<file path="src/rtl/ps2_rx_fifo.sv">
// PS/2 keyboard receiver: input sync + glitch filter, 11-bit frame deserialiser, FWFT byte FIFO.
// Optional build macro PS2_BREAK_DECODE_EN folds F0 break prefixes into a per-entry rd_brk flag.
module ps2_rx_fifo #(
  parameter int FIFO_DEPTH  = 8,
  parameter int SYNC_STAGES = 2,
  parameter int FILTER_LEN  = 4,
  parameter int TIMEOUT_CYC = 50000
) (
  input  logic                          clk,
  input  logic                          rst_n,
  input  logic                          clk_ps2,
  input  logic                          data_ps2,
  input  logic                          rd_en,
  input  logic                          ovf_clr,
  output logic [7:0]                    rd_data,
  output logic                          rd_brk,
  output logic                          rd_valid,
  output logic [$clog2(FIFO_DEPTH):0]   count,
  output logic                          frame_err,
  output logic                          overflow
);

  localparam int PTR_W = $clog2(FIFO_DEPTH);
  localparam int CNT_W = PTR_W + 1;
  localparam int FLT_W = $clog2(FILTER_LEN + 1);
  localparam int WD_W  = $clog2(TIMEOUT_CYC + 1);
`ifdef PS2_BREAK_DECODE_EN
  localparam int ENTRY_W = 9;
`else
  localparam int ENTRY_W = 8;
`endif

  typedef enum logic [1:0] {S_IDLE, S_DATA, S_PARITY, S_STOP} state_t;

  // ---- stage p0: synchronisers and clock glitch filter ----
  logic [SYNC_STAGES-1:0] clk_sync_p0, dat_sync_p0;
  logic                   clk_filt_p0, clk_filt_d_p0;
  logic [FLT_W-1:0]       flt_cnt_p0;
  logic                   fall_p0, data_bit_p0;

  // Lines idle high, so the synchronisers come out of reset at 1 to avoid a false fall.
  always_ff @(posedge clk or negedge rst_n) begin
    if (!rst_n) begin
      clk_sync_p0   <= '1;
      dat_sync_p0   <= '1;
      clk_filt_p0   <= 1'b1;
      clk_filt_d_p0 <= 1'b1;
      flt_cnt_p0    <= '0;
    end else begin
      clk_sync_p0   <= {clk_sync_p0[SYNC_STAGES-2:0], clk_ps2};
      dat_sync_p0   <= {dat_sync_p0[SYNC_STAGES-2:0], data_ps2};
      clk_filt_d_p0 <= clk_filt_p0;
      if (clk_sync_p0[SYNC_STAGES-1] == clk_filt_p0) begin
        flt_cnt_p0 <= '0;
      end else if (flt_cnt_p0 == FLT_W'(FILTER_LEN - 1)) begin
        clk_filt_p0 <= ~clk_filt_p0;
        flt_cnt_p0  <= '0;
      end else begin
        flt_cnt_p0 <= flt_cnt_p0 + 1'b1;
      end
    end
  end

  assign fall_p0     = clk_filt_d_p0 & ~clk_filt_p0;
  assign data_bit_p0 = dat_sync_p0[SYNC_STAGES-1];

  // ---- frame FSM and deserialiser ----
  state_t           state, state_nxt;
  logic [2:0]       bitcnt;
  logic [7:0]       shreg;
  logic             par_bit;
  logic [WD_W-1:0]  wd_cnt;
  logic             timeout, frame_good, frame_bad;

  assign timeout = (state != S_IDLE) && !fall_p0 && (wd_cnt == WD_W'(TIMEOUT_CYC - 1));

  always_ff @(posedge clk or negedge rst_n) begin
    if (!rst_n) state <= S_IDLE;
    else        state <= state_nxt;
  end

  always_comb begin
    state_nxt = state;
    if (timeout) begin
      state_nxt = S_IDLE;
    end else if (fall_p0) begin
      case (state)
        S_IDLE:   if (!data_bit_p0) state_nxt = S_DATA;
        S_DATA:   if (bitcnt == 3'd7) state_nxt = S_PARITY;
        S_PARITY: state_nxt = S_STOP;
        S_STOP:   state_nxt = S_IDLE;
        default:  state_nxt = S_IDLE;
      endcase
    end
  end

  // Good frame: stop bit high and data+parity carry odd weight.
  always_comb begin
    frame_good = 1'b0;
    frame_bad  = timeout;
    if (fall_p0 && state == S_STOP) begin
      if (data_bit_p0 && (^{shreg, par_bit})) frame_good = 1'b1;
      else                                    frame_bad  = 1'b1;
    end
  end

  always_ff @(posedge clk or negedge rst_n) begin
    if (!rst_n) begin
      bitcnt <= '0;
      wd_cnt <= '0;
    end else begin
      if (state == S_IDLE || timeout)       bitcnt <= '0;
      else if (fall_p0 && state == S_DATA)  bitcnt <= bitcnt + 1'b1;
      if (state == S_IDLE || fall_p0)       wd_cnt <= '0;
      else if (!timeout)                    wd_cnt <= wd_cnt + 1'b1;
    end
  end

  always_ff @(posedge clk) begin
    if (fall_p0 && state == S_DATA)   shreg   <= {data_bit_p0, shreg[7:1]};
    if (fall_p0 && state == S_PARITY) par_bit <= data_bit_p0;
  end

  // ---- stage p1: registered push request and error pulse ----
  logic       vld_p1;
  logic [7:0] byte_p1;

  always_ff @(posedge clk or negedge rst_n) begin
    if (!rst_n) begin
      vld_p1    <= 1'b0;
      frame_err <= 1'b0;
    end else begin
      vld_p1    <= frame_good;
      frame_err <= frame_bad;
    end
  end

  always_ff @(posedge clk) begin
    if (frame_good) byte_p1 <= shreg;
  end

  logic               wr_en;
  logic [ENTRY_W-1:0] wr_entry;

`ifdef PS2_BREAK_DECODE_EN
  logic brk_pending;

  always_ff @(posedge clk or negedge rst_n) begin
    if (!rst_n)         brk_pending <= 1'b0;
    else if (vld_p1)    brk_pending <= (byte_p1 == 8'hF0);
    else if (frame_err) brk_pending <= 1'b0;
  end

  assign wr_en    = vld_p1 && (byte_p1 != 8'hF0);
  assign wr_entry = {brk_pending, byte_p1};
`else
  assign wr_en    = vld_p1;
  assign wr_entry = byte_p1;
`endif

  // ---- stage p2: FWFT circular buffer ----
  logic [ENTRY_W-1:0] mem [FIFO_DEPTH];
  logic [PTR_W-1:0]   wr_ptr, rd_ptr;
  logic               full, do_push, do_pop, drop;
  logic [ENTRY_W-1:0] head;

  assign full    = (count == CNT_W'(FIFO_DEPTH));
  assign do_pop  = rd_en && (count != '0);
  assign do_push = wr_en && (!full || do_pop);
  assign drop    = wr_en && full && !do_pop;

  always_ff @(posedge clk) begin
    if (do_push) mem[wr_ptr] <= wr_entry;
  end

  always_ff @(posedge clk or negedge rst_n) begin
    if (!rst_n) begin
      wr_ptr   <= '0;
      rd_ptr   <= '0;
      count    <= '0;
      overflow <= 1'b0;
    end else begin
      if (do_push) wr_ptr <= wr_ptr + 1'b1;
      if (do_pop)  rd_ptr <= rd_ptr + 1'b1;
      case ({do_push, do_pop})
        2'b10:   count <= count + 1'b1;
        2'b01:   count <= count - 1'b1;
        default: count <= count;
      endcase
      if (drop)         overflow <= 1'b1;
      else if (ovf_clr) overflow <= 1'b0;
    end
  end

  // Head is masked while empty so the outputs read 0 rather than stale storage.
  assign head     = mem[rd_ptr];
  assign rd_valid = (count != '0);
  assign rd_data  = rd_valid ? head[7:0] : 8'h00;
`ifdef PS2_BREAK_DECODE_EN
  assign rd_brk   = rd_valid ? head[8] : 1'b0;
`else
  assign rd_brk   = 1'b0;
`endif

endmodule
</file>
<file path="config.mk">
export PLATFORM = sky130hd
export DESIGN_NAME = ps2_rx_fifo
export DESIGN_NICKNAME = d
export VERILOG_FILES = /design/src/rtl/ps2_rx_fifo.sv
export SDC_FILE = /design/constraint.sdc
export NUM_CORES = 1
export LEC_CHECK = 0
export CORE_ASPECT_RATIO = 0.7
export CORE_MARGIN = 4
export CORE_UTILIZATION = 55
export CTS_CLUSTER_DIAMETER = 60
export CTS_CLUSTER_SIZE = 20
export DETAILED_ROUTE_END_ITERATION = 8
export MAX_ROUTING_LAYER = met4
export PLACE_DENSITY = 0.73
export SYNTH_ARGS = -nofsm -noshare
export SYNTH_HDL_FRONTEND = slang
export SYNTH_SLANG_ARGS = --single-unit
export TNS_END_PERCENT = 20
</file>
<file path="constraint.sdc">
create_clock -name clk -period 2.7 [get_ports clk]
set_input_delay 0.27 -clock clk [delete_from_list [all_inputs] [get_ports clk]]
set_output_delay 0.27 -clock clk [all_outputs]
set_load 0.02 [all_outputs]
</file>
---- After elaboration in Yosys (flattened, before gate mapping) ----
Memories as Yosys holds them, arrays and structs flattened.
Cells that the tools add are included.
Widths: inputs -> output; s select.
operators by class
  add/sub/neg operators ................... 7
  eq/ne operators ......................... 13
  multiplexer cells ....................... 21
  bitwise gates (word level) .............. 3
  reductions and logical operators ........ 26
operators with widths
  operator               count
  $mux 16                2
  $add 16x1->16 const B  1
  $eq 16x16->1 const B   1
  $add 3x1->3 const B    4
  $mux 3                 4
  $logic_and 1x1->1      10
  $reduce_bool 2->1      5
  $reduce_xor 9->1       1
  $mux 1                 8
  $mux 2                 4
  $mux 8                 1
  $pmux 2 s4             1
  $pmux 4 s2             1
  $eq 2x2->1 const B     3
  $ne 3x3->1 const B     2
  $add 4x1->4 const B    1
  $eq 2x1->1 const B     2
  $eq 4x4->1 const B     1
  $reduce_bool 4->1      1
  $sub 4x1->4 const B    1
  $eq 3x2->1 const B     1
  $eq 3x3->1 const B     1
  $logic_not 1->1        3
  $logic_or 1x1->1       3
  7 further kinds        8
word-level totals
  register bits after elaboration ......... 60
  bits in writable memories ............... 64
  input port bits ......................... 6
  output and inout bits ................... 16
  logic and storage cells ................. 88
  memories kept ........................... 1
memory list
  name  words  bits a word  read ports  clocked after memory_dff  write ports  line  text
  mem   8      8            1           0                         1            162   logic [ENTRY_W-1:0] mem [FIFO_DEPTH];

---- Longest topological paths before layout ----
Gate-level depths: netlist of the first run.
  depth after elaboration ................. 7
  mapped depth ............................ 8
  gate-level depth less buffers ........... 7

---- Least setup slack after synthesis of the first run ----
Ideal clock, no wire load.
  path type ............................... flip-flop to flip-flop
  start ................................... reg count[1]
  end ..................................... mem mem[0][0] (enable)
  setup time .............................. 0.383 ns
  data arrival time ....................... 1.770 ns
  data required time ...................... 2.317 ns
  slack ................................... 0.546 ns
  stages on the path, launching flop included .. 6
  buffers on the path ..................... 1
  period minus slack after synthesis ...... 2.154 ns
  path through ............................ dfrtp_1 > buf_2 > nor3_1 > a21boi_2 > nand2b_1 > nor3_1
on the way
  cells in the longest elaborated chain, start to end .. 6
  elaborated cells on any way between the ends .. 8
  classes of those cells .................. 1 x eq/ne; 2 x mux; 5 x reduce/logical
ends and longest elaborated chain
  what                                                  line      text
  start, declared                                       18        output logic [$clog2(FIFO_DEPTH):0] count,
  start signal, assigned                                186       2'b10: count <= count + 1'b1;
  start signal, assigned                                187       2'b01: count <= count - 1'b1;
  start signal, assigned                                188       default: count <= count;
  $eq 4x4->1 or $reduce_bool 4->1 (tied branches)       167, 168
  $logic_not 1->1 or $logic_and 1x1->1 (tied branches)  169, 168
  $logic_or 1x1->1 (*)                                  169       assign do_push = wr_en && (!full || do_pop);
  $logic_and 1x1->1 (*)                                 169
  $mux 1 (*)                                            173       if (do_push) mem[wr_ptr] <= wr_entry;
  $mux 1 (not written as such) (*)                      173
  end, declared                                         162
Mark *: on every way between the ends. The rest lies on a longest branch, timed or not.

---- Final worst setup path of the first run ----
  start ................................... reg rd_ptr[0]
  end ..................................... out rd_data[6]
on the way
  cells in the longest elaborated chain, start to end .. 2
ends and longest elaborated chain
  what                    line  text
  start, declared         163   logic [PTR_W-1:0] wr_ptr, rd_ptr;
  start signal, assigned  184   if (do_pop) rd_ptr <= rd_ptr + 1'b1;
  $mem_v2 8x8             -
  $mux 8                  198   assign rd_data = rd_valid ? head[7:0] : 8'h00;
  end, declared           15    output logic [7:0] rd_data,
Every way passes these cells.

==> results of run 1 <==
## power groups by stage
| stage | sequential, uW | combinational (uW) | clock (uW) |
|---|---|---|---|
| 2_1_floorplan | 2430 | 1270 | 0 |
| 3_3_place_gp | 2520 | 1690 | 0 |
| 3_5_place_dp | 2540 | 1740 | 0 |
| 4_1_cts | 2510 | 1760 | 2540 |
| 5_1_grt | 2550 | 1890 | 2650 |
| 6_report | 2520 | 1740 | 2510 |
## logic make-up (layout without fill, tap and decap cells)
| logic type | count (synthesis) | in the layout | share of synthesized area |
|---|---|---|---|
| adder cells (fa/ha/maj) | 12 | 12 | 0.0285 |
| AND/OR/NAND/NOR | 95 | 95 | 0.102 |
| AO/OA/AOI/OAI | 32 | 32 | 0.0423 |
| other | 1 | 1 | 0.000713 |
| flip-flops | 124 | 124 | 0.668 |
| buffers and inverters | 20 | 72 | 0.0209 |
| XOR/XNOR | 22 | 22 | 0.0418 |
| multiplexers | 30 | 30 | 0.0961 |
## metal layers
layer / part of all wire / vias to the layer above / wire length [um] / track usage
met1: 0.43 / 1553 / 4300 / 0.255
met2: 0.50 / 92 / 5070 / 0.308
li1: - / 1350 / - / -
met4: 0.0095 / 0 / 96 / 0.0614
met3: 0.060 / 13 / 603 / 0.0652
met5: 0 / - / 0 / -
## worst max-delay path: cells and delay by family (launching register included)
kind	cells	cell delay, ps
AND/OR/NAND/NOR	1	60
flip-flops	1	420
multiplexers	2	700
buffers and inverters	2	750
## worst paths after layout
| kind | from | slack, ps | depth (start not counted) | end |
|---|---|---|---|---|
| worst max-delay path | rd_ptr[0] | 90 | 5 | rd_data[6] |
| worst min-delay path | rst_n | 9 | 1 | rd_ptr[2] |
| worst max register to register | count[3] | 420 | 7 | count[1] |
| worst min register to register | clk_sync_p0[0] | 360 | 0 | clk_sync_p0[1] |
| max in group asynchronous | rst_n | 2040 | 1 | rd_ptr[0] |
| min in group clk | clk_ps2 | 270 | 1 | clk_sync_p0[0] |
## flip-flops by register name, indices dropped and copies added, names as in the netlist
register       count
mem               64
wd_cnt            16
byte_p1            8
shreg              8
count              4
bitcnt             3
flt_cnt_p0         3
rd_ptr             3
wr_ptr             3
clk_sync_p0        2
dat_sync_p0        2
state              2
clk_filt_d_p0      1
clk_filt_p0        1
frame_err          1
overflow           1
par_bit            1
vld_p1             1
## metrics by stage
stage	instance area, um^2	hold WS, ps	cells	util	worst slack, ps
6_report	6300	8.97	512	0.686	94.5
5_1_grt	6300	92.1	512	0.686	2.09
4_1_cts	6300	45.8	512	0.686	14.2
3_5_place_dp	5640	347	480	0.615	368
3_3_place_gp	5640	345	480	0.615	469
2_1_floorplan	5260	-25.6	336	-	546
## Yosys cell counts, types with 2 or more instances
| cell type | n | area (um^2) |
|---|---|---|
| edfxtp_1 | 81 | 2430 |
| dfrtp_1 | 37 | 926 |
| nor2_1 | 27 | 101 |
| mux4_2 | 16 | 360 |
| ha_1 | 12 | 150 |
| a21oi_1 | 11 | 55.1 |
| xnor2_1 | 11 | 96.3 |
| mux2i_1 | 10 | 100 |
| nand2_1 | 10 | 37.5 |
| nand3_1 | 10 | 50.1 |
| xor2_1 | 9 | 78.8 |
| nand4_1 | 7 | 43.8 |
| o211ai_1 | 7 | 52.6 |
| dfstp_2 | 6 | 158 |
| nor2b_1 | 6 | 37.5 |
| nor3_1 | 6 | 30.0 |
| inv_1 | 5 | 18.8 |
| nand2b_1 | 5 | 31.3 |
| buf_2 | 4 | 20.0 |
| clkbuf_1 | 4 | 15.0 |
| a31oi_1 | 3 | 18.8 |
| buf_6 | 3 | 33.8 |
| o21ai_0 | 3 | 15.0 |
| and2_1 | 2 | 12.5 |
| and3_1 | 2 | 12.5 |
| buf_4 | 2 | 15.0 |
| mux2_1 | 2 | 22.5 |
| mux2_2 | 2 | 22.5 |
| nand3b_1 | 2 | 15.0 |
| nor4_1 | 2 | 12.5 |
| nor4bb_1 | 2 | 20.0 |
| o21ai_1 | 2 | 10.0 |
| or3_1 | 2 | 12.5 |
| xnor3_1 | 2 | 45.0 |
## cell type report
type / count / area, um^2
Timing Repair Buffer: 34 / 310
Clock buffer: 19 / 433
Multi-Input combinational cell: 192 / 1640
Inverter: 6 / 22.5
Clock inverter: 13 / 221
Sequential cell: 124 / 3520
Tap cell: 124 / 155
Fill cell: 598 / 2880
==> results.py, run 1 <==
metrics = {
    "global_routing": {
        "maximum_number_of_pins_on_one_net_before_global_route_repair": 44,
        "initial_antenna_violation_count": 0,
        "via_count_of_the_first_global_routing_pass": 3033,
        "gr-usage-all-layers": 0.200,
        "gr-total-overflow": 0,
        "grt_pass1_wl_um": 16500,
    },
    "timing": {
        "setup-violations-final": 0,
        "setup-tns-final_ps": 0,
        "max_freq_ghz": 0.384,
        "grt_setup_unrepaired": "false",
        "finalHoldViolCount": 0,
        "timing_max_transition_violations_final": 0,
        "period_needed_ps": 2610,
        "clock-skew-final_ps": 5.29,
        "fin_crit_sh": 0.965,
        "worst_slew_margin_rel": 0.358,
        "worst-slew-pin-transition_ps": 963,
    },
    "routing": {
        "drc": 0,
        "routed_wl_um": 10100,
        "via_count": 3008,
        "route.antenna.remaining_nets": 0,
        "drt_iter0_drc": 254,
        "detail_route.first_pass.iterations": 5,
        "post_drt_via_cell_ratio": 5.88,
        "avgRoutedWirePerCell_um": 19.7,
    },
    "clocking": {
        "clk_transition_reported_paths_ps": 50,
        "hold_buffers": 0,
        "htree_num_levels": 4,
        "post-cts-setup-buffer-count": 0,
        "clock_path_buffers": 2,
        "cts_tree": "yes",
        "clk-insertion-delay-late_ps": 410,
        "number_of_buffers_created_by_cts": 17,
        "clockRootBuffer": "clkbuf_16",
        "cts.sinks": 124,
        "cts_repair_resize_count": 3,
    },
    "cells_and_area": {
        "layout.cells.most_common": "edfxtp_1",
        "layout.cells.most_common_list": "edfxtp_1 (81), dfrtp_1 (35), nor2_1 (27), clkbuf_16 (17), clkdlybuf4s50_1 (17)",
        "n_antenna_cell": 0,
        "areaGrowthSynthToFinish_pct": 19.7,
        "final_layout_size_suffix_gt1_frac": 0.206,
        "finalNetCount": 393,
    },
    "critical_path": {
        "critical_path_class": "flop to output pin",
        "crit_chain": "buf_12, mux4_2, mux2i_1, nor2_1, clkdlybuf4s50_1",
        "crit_fanout": 16,
        "data_arrival_time_of_the_critical_path_ps": 2340,
        "timing.critical_path.required_ps": 2430,
        "setup.worst_path.end_class": "output pin",
        "critical_path.startpoint_type": "flop",
        "slowest_stage": "clkdlybuf4s50_1",
        "max_stage_delay_ps": 550,
    },
    "logic_synthesis": {
        "synth_enable_flop_cells": 81,
        "netlist-cell-type-count": 55,
        "ys_seq_area_frac": 0.668,
        "ys_async_sr_fraction": 0.347,
        "synth_ff_type": "edfxtp_1",
        "cell_area_after_synthesis_um2": 5260,
        "ys_warn_count": 0,
        "synthCells": 336,
        "yosys_register_bits": 124,
        "number_of_nets_produced_by_synthesis": 354,
        "syn_avg_cell_area_um2": 15.7,
    },
    "power": {
        "power.ir.vdd_worst_mv": 0.649,
        "power-per-cell-area_nw_per_um2": 1070,
        "leakagePower_uw": 0.00236,
        "comb_power_share": 0.257,
        "power.switching_fraction": 0.288,
        "power.share.sequential": 0.372,
        "power.total_uw": 6770,
        "net_switching_power_figure_uw": 1950,
        "clock_power_share": 0.371,
        "cellInternalPower_uw": 4820,
    },
    "min_path": {
        "hold_class": "primary input to asynchronous set/reset pin",
    },
    "floorplanning": {
        "design.die.area_um2": 11200,
        "die_w_um": 125,
        "die-height_um": 89.8,
        "fp-row-count": 29,
        "design.portCount": 22,
        "floorplan.core_area_um2": 9180,
        "initial_cell_density_of_the_core": 0.573,
    },
    "placement": {
        "count_of_buffers_from_port_buffering": 20,
        "gp_congestion": 0.734,
        "detailed_place_hpwl_um": 6110,
    },
    "run_status": {
        "status": "completed",
    },
    "flow_run": {
        "cap_violations": 0,
    },
}
Note: power is estimated with default switching activity, not from simulation.
==> run 2, diff against run 1 <==
MAX_ROUTING_LAYER = default   (was met4)
==> run 2 against run 1 <==
Net effect:
- the run now ends with negative hold slack left
- sequential share of layout area stayed put
- highest routed layer unchanged
- critical endpoint is now rd_data[5]
- flip-flop and latch count stayed put
- critical path depth stayed put
- setup slack better by 4.2 ps
- largest cell class unchanged
- combinational power hardly changed
- core utilization stayed put
- clock power hardly changed
- sequential power hardly changed
- global-route usage is 0.55 points lower
- power is 0.15% lower
- first-iteration DRC count is 2.0% lower
- final cell count stayed put
==> results.py, run 2 (same netlist as run 1, synthesis figures left out) <==
metrics = {
    "routing": {
        "avgRoutedWirePerCell_um": 19.6,
        "route.antenna.remaining_nets": 0,
        "drt_iter0_drc": 249,
        "detail_route.first_pass.iterations": 5,
        "post_drt_via_cell_ratio": 5.86,
        "via_count": 2999,
        "drc": 0,
        "routed_wl_um": 10000,
    },
    "timing": {
        "setup-tns-final_ps": 0,
        "fin_ws_ps": 98.7,
        "clock-skew-final_ps": 6.34,
        "max_freq_ghz": 0.384,
        "fin_crit_sh": 0.963,
        "finalHoldViolCount": 1,
        "worst_slew_margin_rel": 0.355,
        "setup-violations-final": 0,
        "worst-slew-pin-transition_ps": 968,
        "timing_max_transition_violations_final": 0,
        "holdWs_ps": -2.30,
        "grt_setup_unrepaired": "false",
        "period_needed_ps": 2600,
    },
    "critical_path": {
        "worst_setup_path_startpoint": "rd_ptr[0]",
        "cell_class_contributing_the_biggest_share_of_worst_path_delay": "buffers and inverters",
        "crit_chain": "buf_12, mux4_2, mux2i_1, nor2_1, clkdlybuf4s50_1",
        "setup.worst_path.end_class": "output pin",
        "slowest_stage": "mux4_2",
        "ff2ff_path_depth": 7,
        "critical_path_class": "flop to output pin",
        "timing.critical_path.required_ps": 2430,
        "worstSetupPathDepth": 5,
        "crit_fanout": 16,
        "critical_path.startpoint_type": "flop",
        "data_arrival_time_of_the_critical_path_ps": 2330,
        "max_stage_delay_ps": 550,
        "critical_path_buf_inv_count": 2,
        "r2r_setup_slack_ps": 420,
        "worst_r2r_endpoint": "count[1]",
        "regToRegStartpoint": "count[3]",
    },
    "power": {
        "power.switching_fraction": 0.287,
        "clock_power_share": 0.371,
        "power.ir.vdd_worst_mv": 0.647,
        "cellInternalPower_uw": 4820,
        "power-per-cell-area_nw_per_um2": 1070,
        "comb_power_share": 0.257,
        "net_switching_power_figure_uw": 1940,
        "leakagePower_uw": 0.00236,
        "power.share.sequential": 0.372,
    },
    "floorplanning": {
        "die-height_um": 89.8,
        "initial_cell_density_of_the_core": 0.573,
        "design.portCount": 22,
        "fp-row-count": 29,
        "die_w_um": 125,
        "floorplan.core_area_um2": 9180,
        "design.die.area_um2": 11200,
    },
    "global_routing": {
        "gr-usage-all-layers": 0.194,
        "initial_antenna_violation_count": 0,
        "via_count_of_the_first_global_routing_pass": 3030,
        "gr-total-overflow": 0,
        "grt_pass1_wl_um": 16500,
        "maximum_number_of_pins_on_one_net_before_global_route_repair": 44,
    },
    "clocking": {
        "hold_buffers": 0,
        "cts.sinks": 124,
        "cts_tree": "yes",
        "clk_transition_reported_paths_ps": 50,
        "clock_path_buffers": 2,
        "clk-insertion-delay-late_ps": 410,
        "number_of_buffers_created_by_cts": 17,
        "clockRootBuffer": "clkbuf_16",
        "htree_num_levels": 4,
        "post-cts-setup-buffer-count": 0,
    },
    "cells_and_area": {
        "final_layout_size_suffix_gt1_frac": 0.206,
        "largest_registers": "mem: 64 flops, wd_cnt: 16 flops",
        "areaGrowthSynthToFinish_pct": 19.7,
        "largest_reg_flops": 64,
        "layout.cells.most_common": "edfxtp_1",
        "n_antenna_cell": 0,
        "fillCellCount": 598,
        "register_with_the_most_flip_flops": "mem",
        "finish.instance_area_um2": 6300,
        "finalNetCount": 393,
        "layout.cells.most_common_list": "edfxtp_1 (81), dfrtp_1 (35), nor2_1 (27), clkbuf_16 (17), clkdlybuf4s50_1 (17)",
    },
    "run_status": {
        "violations": "negative hold slack",
        "status": "finished, violations left",
    },
    "flow_run": {
        "cap_violations": 0,
    },
    "placement": {
        "placed_area_um2": 5640,
        "place_ws_ps": 368,
        "count_of_buffers_from_port_buffering": 20,
        "gp_congestion": 0.725,
        "detailed_place_hpwl_um": 6110,
    },
    "min_path": {
        "hold_class": "primary input to asynchronous set/reset pin",
    },
}
## run 2: cell counts in the layout (fill, tap and decap cells not counted)
No cell type changed its count.
## run 2: worst max-delay path by stage
stage | endpoint | slack, ps
finish | rd_data[5] | 100
CTS | rd_data[6] | 10
floorplan | mem[0][0] | 550
global placement | count[1] | 470
global route | rd_data[6] | 4
detailed placement | count[1] | 370
## run 2: repair_timing
item,4_1_cts,5_1_grt
gates resized for setup,3,1
setup endpoints to repair,3,6
pin swaps,0,0
## run 2: power by group through the flow
stage	clock network (uW)	registers, uW	logic [uW]
after detailed placement	0	2540	1740
after floorplan	0	2430	1270
after global placement	0	2520	1690
after CTS	2540	2510	1760
final	2510	2510	1740
after global routing	2650	2550	1890
## run 2: cell type report
type / count / area [um^2] / area share
Clock buffer: 19 / 433 / 0.0687
Clock inverter: 13 / 221 / 0.0352
Inverter: 6 / 22.5 / 0.00358
Multi-Input combinational cell: 192 / 1640 / 0.260
Sequential cell: 124 / 3520 / 0.559
Tap cell: 124 / 155 / 0.0246
Timing Repair Buffer: 34 / 310 / 0.0493
## run 2: per-stage QoR
stage	util	total power [uW]	std cells
finish	0.686	6760	512
global route	0.686	7090	512
CTS	0.686	6810	512
detailed placement	0.615	4280	480
global placement	0.615	4220	480
floorplan	-	3700	336
## run 2: routing by layer
metal	vias to the layer above	GRT usage	share of wire
met2	102	0.307	0.50
li1	1346	-	-
met5	-	0	0
met1	1532	0.258	0.41
met3	19	0.0598	0.071
met4	0	0.0695	0.014
==> run 3, diff against run 2 <==
RECOVER_POWER = 50   (was default)
SLEW_MARGIN = 20   (was default)
==> run 3 against run 2 <==
Net effect:
- the flow now finishes without violations
- routed wire length is essentially flat
- non-clock buffer count grew 1
- clock power is essentially flat
- sequential power is essentially flat
- highest routed layer unchanged
==> results.py, run 3 (same netlist as run 1, synthesis figures left out) <==
metrics = {
    "critical_path": {
        "slowest_stage": "clkdlybuf4s50_1",
        "critical_path_class": "flop to output pin",
        "r2r_setup_slack_ps": 420,
        "data_arrival_time_of_the_critical_path_ps": 2330,
        "crit_chain": "buf_12, mux4_2, mux2i_1, nor2_1, clkdlybuf4s50_1",
        "critical_path_buf_inv_count": 2,
        "worstSetupPathDepth": 5,
        "setup.worst_path.end_class": "output pin",
        "timing.critical_path.required_ps": 2430,
        "crit_fanout": 16,
        "regToRegStartpoint": "count[3]",
        "ff2ff_path_depth": 7,
        "max_stage_delay_ps": 550,
        "cell_class_contributing_the_biggest_share_of_worst_path_delay": "buffers and inverters",
        "worstSetupEndpoint": "rd_data[6]",
        "critical_path.startpoint_type": "flop",
        "worst_r2r_endpoint": "count[1]",
        "worst_setup_path_startpoint": "rd_ptr[0]",
    },
    "routing": {
        "met3_length_um": 614,
        "top_layer_used": "met4",
        "dr_wl_met2_um": 5030,
        "post_drt_via_cell_ratio": 5.85,
        "detail_route.first_pass.iterations": 5,
        "drc": 0,
        "drt_iter0_drc": 239,
        "routed_wl_um": 10000,
        "route.antenna.remaining_nets": 0,
        "detailed_route_wire_length_on_metal_1_um": 4200,
        "via_count": 2999,
        "avgRoutedWirePerCell_um": 19.5,
    },
    "global_routing": {
        "initial_antenna_violation_count": 0,
        "via_count_of_the_first_global_routing_pass": 3030,
        "maximum_number_of_pins_on_one_net_before_global_route_repair": 44,
        "gr-usage-all-layers": 0.194,
        "gr-total-overflow": 0,
        "grt_pass1_wl_um": 16500,
    },
    "floorplanning": {
        "die-height_um": 89.8,
        "floorplan.core_area_um2": 9180,
        "initial_cell_density_of_the_core": 0.573,
        "die_w_um": 125,
        "design.portCount": 22,
        "design.die.area_um2": 11200,
        "fp-row-count": 29,
    },
    "power": {
        "cellInternalPower_uw": 4810,
        "leakagePower_uw": 0.00236,
        "clock_power_share": 0.371,
        "comb_power_share": 0.258,
        "power.total_uw": 6760,
        "net_switching_power_figure_uw": 1950,
        "power.switching_fraction": 0.288,
        "power-per-cell-area_nw_per_um2": 1070,
        "power.ir.vdd_worst_mv": 0.651,
        "power.share.sequential": 0.371,
    },
    "cells_and_area": {
        "register_with_the_most_flip_flops": "mem",
        "layout.cells.most_common_list": "edfxtp_1 (81), dfrtp_1 (35), nor2_1 (27), clkbuf_16 (17), mux4_2 (16)",
        "areaGrowthSynthToFinish_pct": 19.9,
        "largest_reg_flops": 64,
        "final_layout_size_suffix_gt1_frac": 0.201,
        "largest_registers": "mem: 64 flops, wd_cnt: 16 flops",
        "n_antenna_cell": 0,
        "layout.cells.most_common": "edfxtp_1",
        "fillCellCount": 597,
        "finalNetCount": 394,
        "instances_no_fill": 513,
    },
    "placement": {
        "place_ws_ps": 368,
        "gp_congestion": 0.725,
        "placed_instances": 480,
        "count_of_buffers_from_port_buffering": 20,
        "detailed_place_hpwl_um": 6110,
    },
    "clocking": {
        "cts.sinks": 124,
        "clock_path_buffers": 2,
        "clockRootBuffer": "clkbuf_16",
        "clk_transition_reported_paths_ps": 50,
        "number_of_buffers_created_by_cts": 17,
        "htree_num_levels": 4,
        "clk-insertion-delay-late_ps": 410,
        "cts_tree": "yes",
    },
    "timing": {
        "period_needed_ps": 2600,
        "max_freq_ghz": 0.385,
        "finalHoldViolCount": 0,
        "setup-tns-final_ps": 0,
        "setup-violations-final": 0,
        "fin_ws_ps": 101,
        "worst_slew_margin_rel": 0.277,
        "clock-skew-final_ps": 5.28,
        "fin_crit_sh": 0.963,
        "timing_max_transition_violations_final": 0,
        "holdWs_ps": 354,
        "grt_setup_unrepaired": "false",
        "worst-slew-pin-transition_ps": 1080,
    },
    "min_path": {
        "hold_class": "flop to flop",
    },
    "flow_run": {
        "cap_violations": 0,
    },
    "run_status": {
        "status": "completed",
    },
}
[run 3: cell types whose count changed in the layout (fill, tap and decap cells not counted), sizes merged]
cell	previous run	this run
buf	15	14
clkbuf	19	20
clkdlybuf4s50	17	15
dlygate4sd3	0	3
[run 3: timing repair]
item | in CTS | in global routing
resized for setup | 3 | 1
endpoints found under the hold margin | 0 | 37
pin swaps | 0 | 0
hold buffers | 0 | 1
setup buffers | 0 | 0
setup endpoints to repair | 3 | 6
[run 3: how the worst min path moves through the flow]
stage,from,endpoint,slack (ps),depth (start not counted)
4_1_cts,rst_n,rd_ptr[2],50,1
3_5_place_dp,clk_sync_p0[0],clk_sync_p0[1],350,0
5_1_grt,clk_sync_p0[0],clk_sync_p0[1],360,0
2_1_floorplan,rst_n,bitcnt[0],-30,0
6_report,clk_sync_p0[0],clk_sync_p0[1],350,0
3_3_place_gp,clk_sync_p0[0],clk_sync_p0[1],350,0
[run 3: power by group through the flow]
stage	registers [uW]	clock network [uW]	logic, uW
6_report	2510	2510	1740
5_1_grt	2540	2650	1890
2_1_floorplan	2430	0	1270
4_1_cts	2510	2540	1760
3_5_place_dp	2540	0	1740
3_3_place_gp	2520	0	1690
[run 3: area by class of cell]
cell class | instances | area [um^2] | share of cell area
Timing Repair Buffer | 35 | 320 | 0.0508
Multi-Input combinational cell | 192 | 1640 | 0.259
Tap cell | 124 | 155 | 0.0246
Clock buffer | 19 | 433 | 0.0686
Sequential cell | 124 | 3520 | 0.558
Clock inverter | 13 | 221 | 0.0351
Inverter | 6 | 22.5 | 0.00357
[run 3: per-stage QoR]
step	cell area (um^2)	utilization
5_1_grt	6310	0.687
3_5_place_dp	5640	0.615
2_1_floorplan	5260	-
4_1_cts	6300	0.686
3_3_place_gp	5640	0.615
6_report	6310	0.687
[run 3: metal layers]
metal  vias to the layer above  global-route usage
met2                        99               0.307
li1                       1349                   -
met3                        19              0.0598
met5                         -                   0
met4                         0              0.0695
met1                      1532               0.258
